## src/rtl/trap_pkg.sv

```systemverilog
// Shared constants for the CP0-lite trap controller: ExcCodes, CP0 register
// addresses, Status bit positions, supported opcodes, FSM states and ERET.
package trap_pkg;

  localparam logic [4:0] EXC_INT  = 5'd0;
  localparam logic [4:0] EXC_ADEL = 5'd4;
  localparam logic [4:0] EXC_ADES = 5'd5;
  localparam logic [4:0] EXC_SYS  = 5'd8;
  localparam logic [4:0] EXC_BP   = 5'd9;
  localparam logic [4:0] EXC_RI   = 5'd10;
  localparam logic [4:0] EXC_OV   = 5'd12;

  localparam logic [4:0] CP0_STATUS = 5'd12;
  localparam logic [4:0] CP0_CAUSE  = 5'd13;
  localparam logic [4:0] CP0_EPC    = 5'd14;
  localparam logic [4:0] CP0_TCNT   = 5'd22;

  localparam int unsigned ST_IE    = 0;
  localparam int unsigned ST_EXL   = 1;
  localparam int unsigned ST_IM_LO = 10;
  localparam int unsigned ST_IM_HI = 15;

  localparam logic [31:0] ERET_INSTR    = 32'h4200_0018;
  localparam logic [5:0]  FUNCT_SYSCALL = 6'd12;
  localparam logic [5:0]  FUNCT_BREAK   = 6'd13;

  // Opcodes the core implements; anything else raises RI.
  localparam int unsigned N_SUP_OP = 21;
  localparam logic [5:0] SUP_OPS [N_SUP_OP] = '{
    6'h00, 6'h02, 6'h03, 6'h04, 6'h05, 6'h08, 6'h09, 6'h0A, 6'h0B, 6'h0C,
    6'h0D, 6'h0E, 6'h0F, 6'h10, 6'h20, 6'h23, 6'h24, 6'h25, 6'h28, 6'h29,
    6'h2B
  };

  typedef enum logic {
    S_NORMAL  = 1'b0,
    S_HANDLER = 1'b1
  } state_t;

  function automatic logic op_supported(input logic [5:0] op);
    logic hit;
    hit = 1'b0;
    for (int unsigned k = 0; k < N_SUP_OP; k++)
      if (SUP_OPS[k] == op) hit = 1'b1;
    return hit;
  endfunction

endpackage

```

## src/rtl/trap_decode.sv

```systemverilog
// Combinational trap classification and priority selection for trap_ctrl.
// Priority: Int > AdEL > RI > Sys > Bp > Ov > AdES; ERET returns only from HANDLER.
module trap_decode
  import trap_pkg::*;
(
  input  logic        i_squash,
  input  logic        i_instr_valid,
  input  logic [31:0] i_instr,
  input  logic        i_ov_err,
  input  logic        i_adel_err,
  input  logic        i_ades_err,
  input  logic [5:0]  i_irq_pend,
  input  logic [5:0]  i_im,
  input  logic        i_ie,
  input  logic        i_exl,
  output logic        o_trap,
  output logic        o_eret,
  output logic        o_is_sys,
  output logic        o_is_bp,
  output logic [4:0]  o_code
);

  logic       w_live;
  logic       w_int;
  logic       w_sys;
  logic       w_bp;
  logic       w_eret_enc;
  logic       w_ri;
  logic [5:0] w_op;
  logic [5:0] w_funct;

  assign w_op       = i_instr[31:26];
  assign w_funct    = i_instr[5:0];
  assign w_live     = i_instr_valid & ~i_squash;
  assign w_int      = ~i_squash & i_ie & ~i_exl & (|(i_irq_pend & i_im));
  assign w_sys      = (w_op == 6'd0) && (w_funct == FUNCT_SYSCALL);
  assign w_bp       = (w_op == 6'd0) && (w_funct == FUNCT_BREAK);
  assign w_eret_enc = (i_instr == ERET_INSTR);
  // ERET outside the handler is treated as a reserved instruction.
  assign w_ri       = ~op_supported(w_op) | (w_eret_enc & ~i_exl);

  // Pick the highest-priority pending cause; ERET only if nothing traps.
  always_comb begin
    o_trap   = 1'b0;
    o_is_sys = 1'b0;
    o_is_bp  = 1'b0;
    o_code   = EXC_INT;
    if (w_int) begin
      o_trap = 1'b1;
      o_code = EXC_INT;
    end else if (w_live && i_adel_err) begin
      o_trap = 1'b1;
      o_code = EXC_ADEL;
    end else if (w_live && w_ri) begin
      o_trap = 1'b1;
      o_code = EXC_RI;
    end else if (w_live && w_sys) begin
      o_trap   = 1'b1;
      o_is_sys = 1'b1;
      o_code   = EXC_SYS;
    end else if (w_live && w_bp) begin
      o_trap  = 1'b1;
      o_is_bp = 1'b1;
      o_code  = EXC_BP;
    end else if (w_live && i_ov_err) begin
      o_trap = 1'b1;
      o_code = EXC_OV;
    end else if (w_live && i_ades_err) begin
      o_trap = 1'b1;
      o_code = EXC_ADES;
    end
    o_eret = w_live & w_eret_enc & i_exl & ~o_trap;
  end

endmodule

```

## src/rtl/trap_ctrl.sv

```systemverilog
// CP0-lite trap controller beside the commit stage: prioritises traps,
// latches EPC/Cause/Status and issues a registered one-cycle redirect.
// Optional TRAP_CNT_EN adds a saturating trap counter at CP0 address 22.
module trap_ctrl
  import trap_pkg::*;
#(
  parameter int unsigned       PC_W        = 32,
  parameter int unsigned       N_IRQ       = 6,
  parameter logic [PC_W-1:0]   TRAP_VECTOR = 'h180,
  parameter int unsigned       CNT_W       = 16
)(
  input  logic             clk,
  input  logic             rst,
  input  logic             instr_valid,
  input  logic [31:0]      instr,
  input  logic [PC_W-1:0]  pc,
  input  logic             ov_err,
  input  logic             adel_err,
  input  logic             ades_err,
  input  logic [N_IRQ-1:0] irq,
  input  logic             cp0_we,
  input  logic [4:0]       cp0_addr,
  input  logic [31:0]      cp0_wdata,
  output logic [31:0]      cp0_rdata,
  output logic             redirect,
  output logic [PC_W-1:0]  trap_pc,
  output logic             trap_taken,
  output logic             is_syscall,
  output logic             is_break,
  output logic [5:0]       trap_type,
  output logic             in_handler
);

  state_t          r_state, w_state_nxt;
  logic            r_ie;
  logic [5:0]      r_im;
  logic [4:0]      r_exc;
  logic [PC_W-1:0] r_epc;
  logic            r_redirect;
  logic [PC_W-1:0] r_trap_pc;
  logic            r_trap_taken;
  logic            r_is_sys;
  logic            r_is_bp;
  logic [5:0]      r_trap_type;

  logic            w_exl;
  logic [5:0]      w_irq_pend;
  logic            w_trap;
  logic            w_eret;
  logic            w_is_sys;
  logic            w_is_bp;
  logic [4:0]      w_code;
  logic            w_cp0_wr;
  logic [31:0]     w_cnt_rd;

  assign w_exl      = (r_state == S_HANDLER);
  assign w_irq_pend = 6'(irq);
  // A trap or ERET in the same cycle takes precedence over MTC0.
  assign w_cp0_wr   = cp0_we & ~w_trap & ~w_eret;

  trap_decode u_decode (
    .i_squash      (r_redirect),
    .i_instr_valid (instr_valid),
    .i_instr       (instr),
    .i_ov_err      (ov_err),
    .i_adel_err    (adel_err),
    .i_ades_err    (ades_err),
    .i_irq_pend    (w_irq_pend),
    .i_im          (r_im),
    .i_ie          (r_ie),
    .i_exl         (w_exl),
    .o_trap        (w_trap),
    .o_eret        (w_eret),
    .o_is_sys      (w_is_sys),
    .o_is_bp       (w_is_bp),
    .o_code        (w_code)
  );

  // FSM state register; the state doubles as Status.EXL.
  always_ff @(posedge clk) begin
    if (rst) r_state <= S_NORMAL;
    else     r_state <= w_state_nxt;
  end

  // Next state: trap enters handler, ERET leaves, MTC0 Status may set EXL.
  always_comb begin
    w_state_nxt = r_state;
    if (w_trap)
      w_state_nxt = S_HANDLER;
    else if (w_eret)
      w_state_nxt = S_NORMAL;
    else if (w_cp0_wr && cp0_addr == CP0_STATUS)
      w_state_nxt = cp0_wdata[ST_EXL] ? S_HANDLER : S_NORMAL;
  end

  // CP0 registers and the registered one-cycle redirect/pulse outputs.
  always_ff @(posedge clk) begin
    if (rst) begin
      r_ie         <= 1'b0;
      r_im         <= '0;
      r_exc        <= '0;
      r_epc        <= '0;
      r_redirect   <= 1'b0;
      r_trap_pc    <= '0;
      r_trap_taken <= 1'b0;
      r_is_sys     <= 1'b0;
      r_is_bp      <= 1'b0;
      r_trap_type  <= '0;
    end else begin
      r_redirect   <= 1'b0;
      r_trap_pc    <= '0;
      r_trap_taken <= 1'b0;
      r_is_sys     <= 1'b0;
      r_is_bp      <= 1'b0;
      if (w_trap) begin
        r_redirect   <= 1'b1;
        r_trap_pc    <= TRAP_VECTOR;
        r_trap_taken <= 1'b1;
        r_is_sys     <= w_is_sys;
        r_is_bp      <= w_is_bp;
        r_trap_type  <= {1'b0, w_code};
        r_exc        <= w_code;
        if (!w_exl) r_epc <= pc;
      end else if (w_eret) begin
        r_redirect <= 1'b1;
        r_trap_pc  <= r_epc;
      end else if (w_cp0_wr) begin
        case (cp0_addr)
          CP0_STATUS: begin
            r_ie <= cp0_wdata[ST_IE];
            r_im <= cp0_wdata[ST_IM_HI:ST_IM_LO];
          end
          CP0_EPC: r_epc <= cp0_wdata[PC_W-1:0];
          default: ;
        endcase
      end
    end
  end

`ifdef TRAP_CNT_EN
  logic [CNT_W-1:0] r_cnt;

  // Saturating count of trap_taken pulses; MTC0 to its address clears it.
  always_ff @(posedge clk) begin
    if (rst)
      r_cnt <= '0;
    else if (w_cp0_wr && cp0_addr == CP0_TCNT)
      r_cnt <= '0;
    else if (r_trap_taken && r_cnt != '1)
      r_cnt <= r_cnt + 1'b1;
  end
  assign w_cnt_rd = 32'(r_cnt);
`else
  logic [CNT_W-1:0] w_unused_cnt;
  assign w_unused_cnt = '0;
  assign w_cnt_rd     = '0;
`endif

  // MFC0 read mux.
  always_comb begin
    cp0_rdata = '0;
    case (cp0_addr)
      CP0_STATUS: cp0_rdata = {16'b0, r_im, 8'b0, w_exl, r_ie};
      CP0_CAUSE:  cp0_rdata = {16'b0, w_irq_pend, 3'b0, r_exc, 2'b0};
      CP0_EPC:    cp0_rdata = 32'(r_epc);
      CP0_TCNT:   cp0_rdata = w_cnt_rd;
      default:    cp0_rdata = '0;
    endcase
  end

  assign redirect   = r_redirect;
  assign trap_pc    = r_trap_pc;
  assign trap_taken = r_trap_taken;
  assign is_syscall = r_is_sys;
  assign is_break   = r_is_bp;
  assign trap_type  = r_trap_type;
  assign in_handler = w_exl;

endmodule

```

## config.mk

```make
export PLATFORM = sky130hd
export DESIGN_NAME = trap_ctrl
export DESIGN_NICKNAME = d
export VERILOG_FILES = /design/src/rtl/trap_pkg.sv /design/src/rtl/trap_decode.sv /design/src/rtl/trap_ctrl.sv
export SDC_FILE = /design/constraint.sdc
export NUM_CORES = 1
export LEC_CHECK = 0
export ABC_CLOCK_PERIOD_IN_PS = 4650
export BUFFER_PORTS_ARGS = -buffer_cell sky130_fd_sc_hd__buf_2
export CAP_MARGIN = 40
export CELL_PAD_IN_SITES_DETAIL_PLACEMENT = 1
export CELL_PAD_IN_SITES_GLOBAL_PLACEMENT = 1
export CORE_ASPECT_RATIO = 1.2
export CORE_MARGIN = 2
export CORE_UTILIZATION = 35
export CTS_BUF_LIST = sky130_fd_sc_hd__clkbuf_8
export DETAILED_ROUTE_END_ITERATION = 10
export MAX_ROUTING_LAYER = met4
export PLACE_DENSITY_LB_ADDON = 0.15
export SKIP_LAST_GASP = 1
export SYNTH_ARGS = -nofsm -noshare
export SYNTH_HDL_FRONTEND = slang
export SYNTH_HIERARCHICAL = 1
export SYNTH_SLANG_ARGS = --single-unit
```

## constraint.sdc

```tcl
create_clock -name clk -period 4.65 [get_ports clk]
set_clock_uncertainty 0.05 [all_clocks]
set_input_delay 0.93 -clock clk [delete_from_list [all_inputs] [get_ports clk]]
set_output_delay 0.93 -clock clk [all_outputs]
set_load 0.01 [all_outputs]
```

==> impl_metrics.env, run 1 <==
export IMPL_outcome="finished, final reports clean"
export IMPL_critical_path_top_delay_family="simple AND/OR/NAND/NOR gates"
export IMPL_post_detail_place_hpwl_um=8960
export IMPL_ant_nets=0
export IMPL_total_of_flip_flops_plus_latches_after_synthesis=81
export IMPL_post_synthesis_sequential_area_ratio=0.397
export IMPL_final_layout_size_suffix_gt1_frac=0.430
export IMPL_vias_per_instance=4.92
export IMPL_core_area_um2=11500
export IMPL_cp_end_kind="register"
export IMPL_synth_top_cells_by_area="sky130_fd_sc_hd__dfxtp_1 (40%), sky130_fd_sc_hd__mux2_4 (11%), sky130_fd_sc_hd__mux2i_1 (9.1%)"
export IMPL_timing_critical_path_required_ns=4.80
export IMPL_routed_wire_length_per_instance_um=15.5
export IMPL_timing_critical_path_buf_inv=2
export IMPL_crit_arrival_ns=3.64
export IMPL_met1_length_um=4900
export IMPL_nets=714
export IMPL_rsz0062_at_grt="no"
export IMPL_critical_path_cell_chain="buf_2, nor2_2, or4b_4, o211a_1, nor3_2, a31oi_4, buf_4, or4b_1, o21ai_0, a21oi_1"
export IMPL_synth_cell_area_um2=4080
export IMPL_grt_ovfl_total=0
export IMPL_grt_start_max_net_pins=51
export IMPL_worst_slew_margin_rel=0.396
export IMPL_finalInstanceArea_um2=5400
export IMPL_clock_tree_from_tritoncts="built"
export IMPL_cts_sink_count=81
export IMPL_initial_antenna_violation_count=0
export IMPL_worst_skew_pair_late_latency_ns=0.36
export IMPL_die_y_um=122
export IMPL_pwr_density_cell_nw_per_um2=279
export IMPL_first_iter_violations=101
export IMPL_clock_tree_buffer_depth=2
export IMPL_hold_viol=0
export IMPL_maxClockFrequency_mhz=287
export IMPL_cells_after_synthesis=421
export IMPL_leakage_uw=0.00263
export IMPL_first_global_vias=3781
export IMPL_filler_cell_count=1402
export IMPL_layout_commonest_cell="sky130_fd_sc_hd__buf_2"
export IMPL_place_area_um2=5200
export IMPL_worst_min_delay_path_class="reg -> reg"
export IMPL_syn_num_nets=535
export IMPL_startpoint_type="input pin"
export IMPL_yosysTopAreaCell="sky130_fd_sc_hd__dfxtp_1"
export IMPL_ys_warnings_count=6
export IMPL_p_total_uw=1500
export IMPL_setup_viol_count_final=0
export IMPL_worst_slew_pin_transition_ns=0.907
export IMPL_dr_max_layer_used="met4"
export IMPL_grt_first_pass_wirelength_um=18400
export IMPL_postCtsHoldBufs=0
export IMPL_post_synth_top_area_fraction=0.397
export IMPL_initial_core_util=0.356
export IMPL_final_max_slew_viol_count=0
export IMPL_number_of_distinct_library_cells_after_synthesis=50
export IMPL_finalWirelength_um=11800
export IMPL_drtPass1Iterations=4
export IMPL_cts_root_buffer_cell="sky130_fd_sc_hd__clkbuf_8"
export IMPL_io_pin_count=189
export IMPL_worst_setup_path_type="in -> reg"
export IMPL_floorplan_die_width_um=103
export IMPL_cts_htree_levels=3
export IMPL_max_cap_violations=0
export IMPL_io_buffers=187
export IMPL_mostFrequentLayoutCells="sky130_fd_sc_hd__buf_2 (187), sky130_fd_sc_hd__dfxtp_1 (81), sky130_fd_sc_hd__and2_1 (51), sky130_fd_sc_hd__nor2_1 (50), sky130_fd_sc_hd__mux2i_1 (37)"
export IMPL_detailroute_wirelength_met2_um=6220
export IMPL_insertedDiodeCount=0
export IMPL_critical_path_max_stage_delay_ns=0.67
export IMPL_irDropWorstVdd_mv=0.106
export IMPL_place_gp_congestion=0.866
export IMPL_worst_setup_hold_path_clk_slew_ns=0.08
export IMPL_syn_to_final_growth_pct=32.2
export IMPL_fp_dieArea_um2=12600
export IMPL_postLayoutSetupSlackWorst_ns=1.16
export IMPL_timing_final_crit_share=0.751
export IMPL_crit_slowest_cell="sky130_fd_sc_hd__or4b_1"
export IMPL_synth_area_per_cell_um2=9.70
export IMPL_cts_made_buffers=9
export IMPL_place_worst_setup_slack_ns=0.760
export IMPL_rows=43
export IMPL_track_usage=0.196
export IMPL_final_setup_tns_ns=0
export IMPL_worstPathMaxFanout=23
export IMPL_post_cts_repair_setup_buffers=0
export IMPL_detail_route_drc_violations=0
export IMPL_met3_length_um=538
export IMPL_num_vias=3750
export IMPL_final_critical_path_time_including_i_o_delays_and_setup_ns=3.49
export IMPL_cts_resized_gates=0
## cell families after synthesis
family | share of synthesized area
compound gates | 0.0790
buf+inv | 0.0398
flops | 0.397
mux | 0.206
other cells | 0.00184
simple gates | 0.276
## routing by layer
metal  up-vias  track usage
met5         -            -
met4         0       0.0775
met3        13       0.0273
met2       114        0.343
met1      1816        0.223
li1       1807            -
## state kept, by name (all words and copies together), names as in the netlist
signal / count
trap_pc: 32
r_epc: 32
r_exc: 5
redirect: 1
is_break: 1
r_ie: 1
trap_taken: 1
is_syscall: 1
in_handler: 1
r_im: 6
## synthesized netlist by cell type (all sizes together)
cell type  count
dfxtp         81
and2          51
nor2          51
mux2i         37
nor2b         36
mux2          32
clkbuf        18
a21oi         16
buf           11
a221oi         9
nand2          9
nand3          9
a22o           7
o21ai          7
nor4           6
nor4b          5
nor3           4
a22oi          3
inv            3
nor3b          3
or4b           3
conb           2
nand2b         2
nand4b         2
a2111oi        1
a311oi         1
a31oi          1
and3           1
and3b          1
and4b          1
nand3b         1
nand4          1
nand4bb        1
nor4bb         1
o211a          1
or2            1
or3            1
or4            1
## final cells by class
class / instances / area (um2) / share of cell area
tap: 157 / 196 / 0.0364
sequential: 81 / 1620 / 0.300
multi-input combinational: 308 / 2350 / 0.435
timing repair buffer: 197 / 1030 / 0.190
inverter: 3 / 11.3 / 0.00209
clock buffer: 10 / 138 / 0.0255
clock inverter: 6 / 58.8 / 0.0109
## worst paths after layout
check                                 from     endpoint  slack [ns]  cells after the start
worst min register to register   r_epc[16]  trap_pc[16]        0.42                      1
worst max register to register  in_handler    r_epc[12]        1.60                     10
worst min-delay path             r_epc[16]  trap_pc[16]        0.42                      1
worst max-delay path             instr[27]      r_im[2]        1.16                     10
## stage by stage
stage	cells	util	hold WS, ns
6_report	762	0.471	0.421
3_5_place_dp	746	0.454	0.407
5_1_grt	762	0.471	0.453
2_1_floorplan	421	-	0.386
3_3_place_gp	745	0.453	0.401
4_1_cts	762	0.471	0.427
## report_power, final
group | switching, uW | internal [uW]
Clock | 255 | 259
Combinational | 117 | 133
Sequential | 20.7 | 721
Note: power is estimated with default switching activity, not from simulation.
==> inputs of run 2 (changes only) <==
Settings changed: ABC_CLOCK_PERIOD_IN_PS 4650 to 2900, CORE_UTILIZATION 35 to 32.
Clock period 4.65 ns to 2.9 ns, I/O delays scaled along.
==> run 2 against run 1 <==
Net effect: combinational power grew 72%; highest routed layer unchanged; largest power group unchanged; critical endpoint is now r_epc[9]; clock-buffer cell count shrank 1; flip-flop and latch count is the same.
==> impl_metrics.env, run 2 (same netlist as run 1, synthesis figures left out) <==
export IMPL_outcome="finished, final reports clean"
export IMPL_io_buffers=187
export IMPL_mostFrequentLayoutCells="sky130_fd_sc_hd__buf_2 (187), sky130_fd_sc_hd__dfxtp_1 (81), sky130_fd_sc_hd__and2_1 (51), sky130_fd_sc_hd__nor2_1 (50), sky130_fd_sc_hd__mux2i_1 (37)"
export IMPL_reg2reg_setup_slack_ns=0.29
export IMPL_rows=45
export IMPL_layout_commonest_cell="sky130_fd_sc_hd__buf_2"
export IMPL_rsz0062_at_grt="no"
export IMPL_cp_end_kind="register"
export IMPL_core_area_um2=12600
export IMPL_irDropWorstVdd_mv=0.176
export IMPL_hold_viol=0
export IMPL_track_usage=0.180
export IMPL_num_vias=3767
export IMPL_worst_skew_pair_late_latency_ns=0.35
export IMPL_pwr_density_cell_nw_per_um2=450
export IMPL_routed_wire_length_per_instance_um=15.6
export IMPL_fp_dieArea_um2=13700
export IMPL_worst_setup_hold_path_clk_slew_ns=0.09
export IMPL_drtPass1Iterations=4
export IMPL_cts_root_buffer_cell="sky130_fd_sc_hd__clkbuf_8"
export IMPL_post_cts_repair_setup_buffers=0
export IMPL_clock_tree_buffer_depth=2
export IMPL_grt_ovfl_total=0
export IMPL_final_layout_size_suffix_gt1_frac=0.442
export IMPL_min_to="trap_pc[31]"
export IMPL_die_y_um=128
export IMPL_io_pin_count=189
export IMPL_initial_antenna_violation_count=0
export IMPL_first_iter_violations=102
export IMPL_ff2ff_path_depth=8
export IMPL_startpoint_type="input pin"
export IMPL_worst_slew_pin_transition_ns=0.500
export IMPL_post_place_cells=768
export IMPL_timing_final_crit_share=0.957
export IMPL_syn_to_final_growth_pct=37.0
export IMPL_final_setup_tns_ns=0
export IMPL_initial_core_util=0.325
export IMPL_nets=729
export IMPL_post_detail_place_hpwl_um=9340
export IMPL_first_global_vias=3870
export IMPL_leakage_uw=0.00274
export IMPL_cts_made_buffers=9
export IMPL_place_gp_congestion=0.822
export IMPL_clock_tree_from_tritoncts="built"
export IMPL_maxClockFrequency_mhz=360
export IMPL_max_cap_violations=0
export IMPL_cell_depth_of_the_worst_hold_path=1
export IMPL_timing_hold_worst_start="r_epc[31]"
export IMPL_timing_critical_path_required_ns=3.09
export IMPL_worst_setup_path_type="in -> reg"
export IMPL_place_worst_setup_slack_ns=-0.303
export IMPL_final_critical_path_time_including_i_o_delays_and_setup_ns=2.78
export IMPL_critical_path_reg2reg_startpoint="r_im[3]"
export IMPL_worst_slew_margin_rel=0.667
export IMPL_final_max_slew_viol_count=0
export IMPL_floorplan_die_width_um=107
export IMPL_postLayoutSetupSlackWorst_ns=0.124
export IMPL_crit_reg2reg_capture="r_im[2]"
export IMPL_finalWirelength_um=12200
export IMPL_post_layout_nonfiller_instances=785
export IMPL_vias_per_instance=4.80
export IMPL_ant_nets=0
export IMPL_setup_viol_count_final=0
export IMPL_grt_first_pass_wirelength_um=19000
export IMPL_crit_arrival_ns=2.97
export IMPL_p_total_uw=2520
export IMPL_cts_sink_count=81
export IMPL_grt_start_max_net_pins=36
export IMPL_detail_route_drc_violations=0
export IMPL_worst_min_delay_path_class="reg -> reg"
export IMPL_filler_cell_count=1502
export IMPL_worstPathMaxFanout=16
export IMPL_cts_htree_levels=3
run 2: worst max path at each step:
stage / from / end / slack (ns) / cells past startpoint
floorplan: instr[27] / r_epc[0] / -0.17 / 10
global route: instr[27] / r_im[3] / 0.01 / 9
CTS: instr[27] / r_epc[22] / 0.09 / 10
finish: instr[27] / r_epc[9] / 0.12 / 10
global placement: instr[27] / r_epc[21] / -0.17 / 10
detailed placement: instr[27] / r_epc[22] / -0.30 / 10
run 2: metrics by stage:
stage               hold WS [ns]  cell area, um2   util
finish                     0.411            5590  0.446
global route               0.435            5590  0.445
CTS                        0.418            5590  0.445
detailed placement         0.409            5380  0.428
global placement           0.400            5380  0.428
floorplan                  0.386            4090      -
run 2: timing repair:
item / 4_1_cts / 5_1_grt
gates resized for setup: 0 / 1
hold buffers: 0 / 0
setup endpoints to repair: 0 / 6
run 2: area by class of cell:
| cell class | instances | area, um2 | area share |
|---|---|---|---|
| Multi-Input combinational cell | 308 | 2350 | 0.420 |
| Sequential cell | 81 | 1620 | 0.290 |
| Timing Repair Buffer | 212 | 1190 | 0.213 |
| Tap cell | 164 | 205 | 0.0367 |
| Clock buffer | 9 | 124 | 0.0221 |
| Clock inverter | 7 | 87.6 | 0.0157 |
| Inverter | 3 | 11.3 | 0.00201 |
| Antenna cell | 1 | 2.50 | 0.000447 |
run 2: where the power goes:
part           internal, uW  leakage (uW)  switching, uW  total [uW]
clock                   478      0.000108            426         904
sequential             1160      0.000658           30.0        1190
combinational           232       0.00197            196         428
total                  1860       0.00274            652        2520
run 2: per-layer routing:
layer	vias up	global-route usage	routed length (um)
met4	0	0.0565	149
li1	1842	-	-
met5	-	-	0
met1	1779	0.206	5160
met3	13	0.0381	807
met2	133	0.314	6100
run 2: worst max-delay path, cell delays in order:
cell	delay, ns
sky130_fd_sc_hd__buf_2	0.12
sky130_fd_sc_hd__nor2_4	0.11
sky130_fd_sc_hd__or4b_4	0.51
sky130_fd_sc_hd__nor4_4	0.32
sky130_fd_sc_hd__nor3_2	0.11
sky130_fd_sc_hd__a31oi_4	0.32
sky130_fd_sc_hd__nor4b_4	0.11
sky130_fd_sc_hd__a21oi_4	0.22
sky130_fd_sc_hd__buf_12	0.21
sky130_fd_sc_hd__mux2_2	0.34
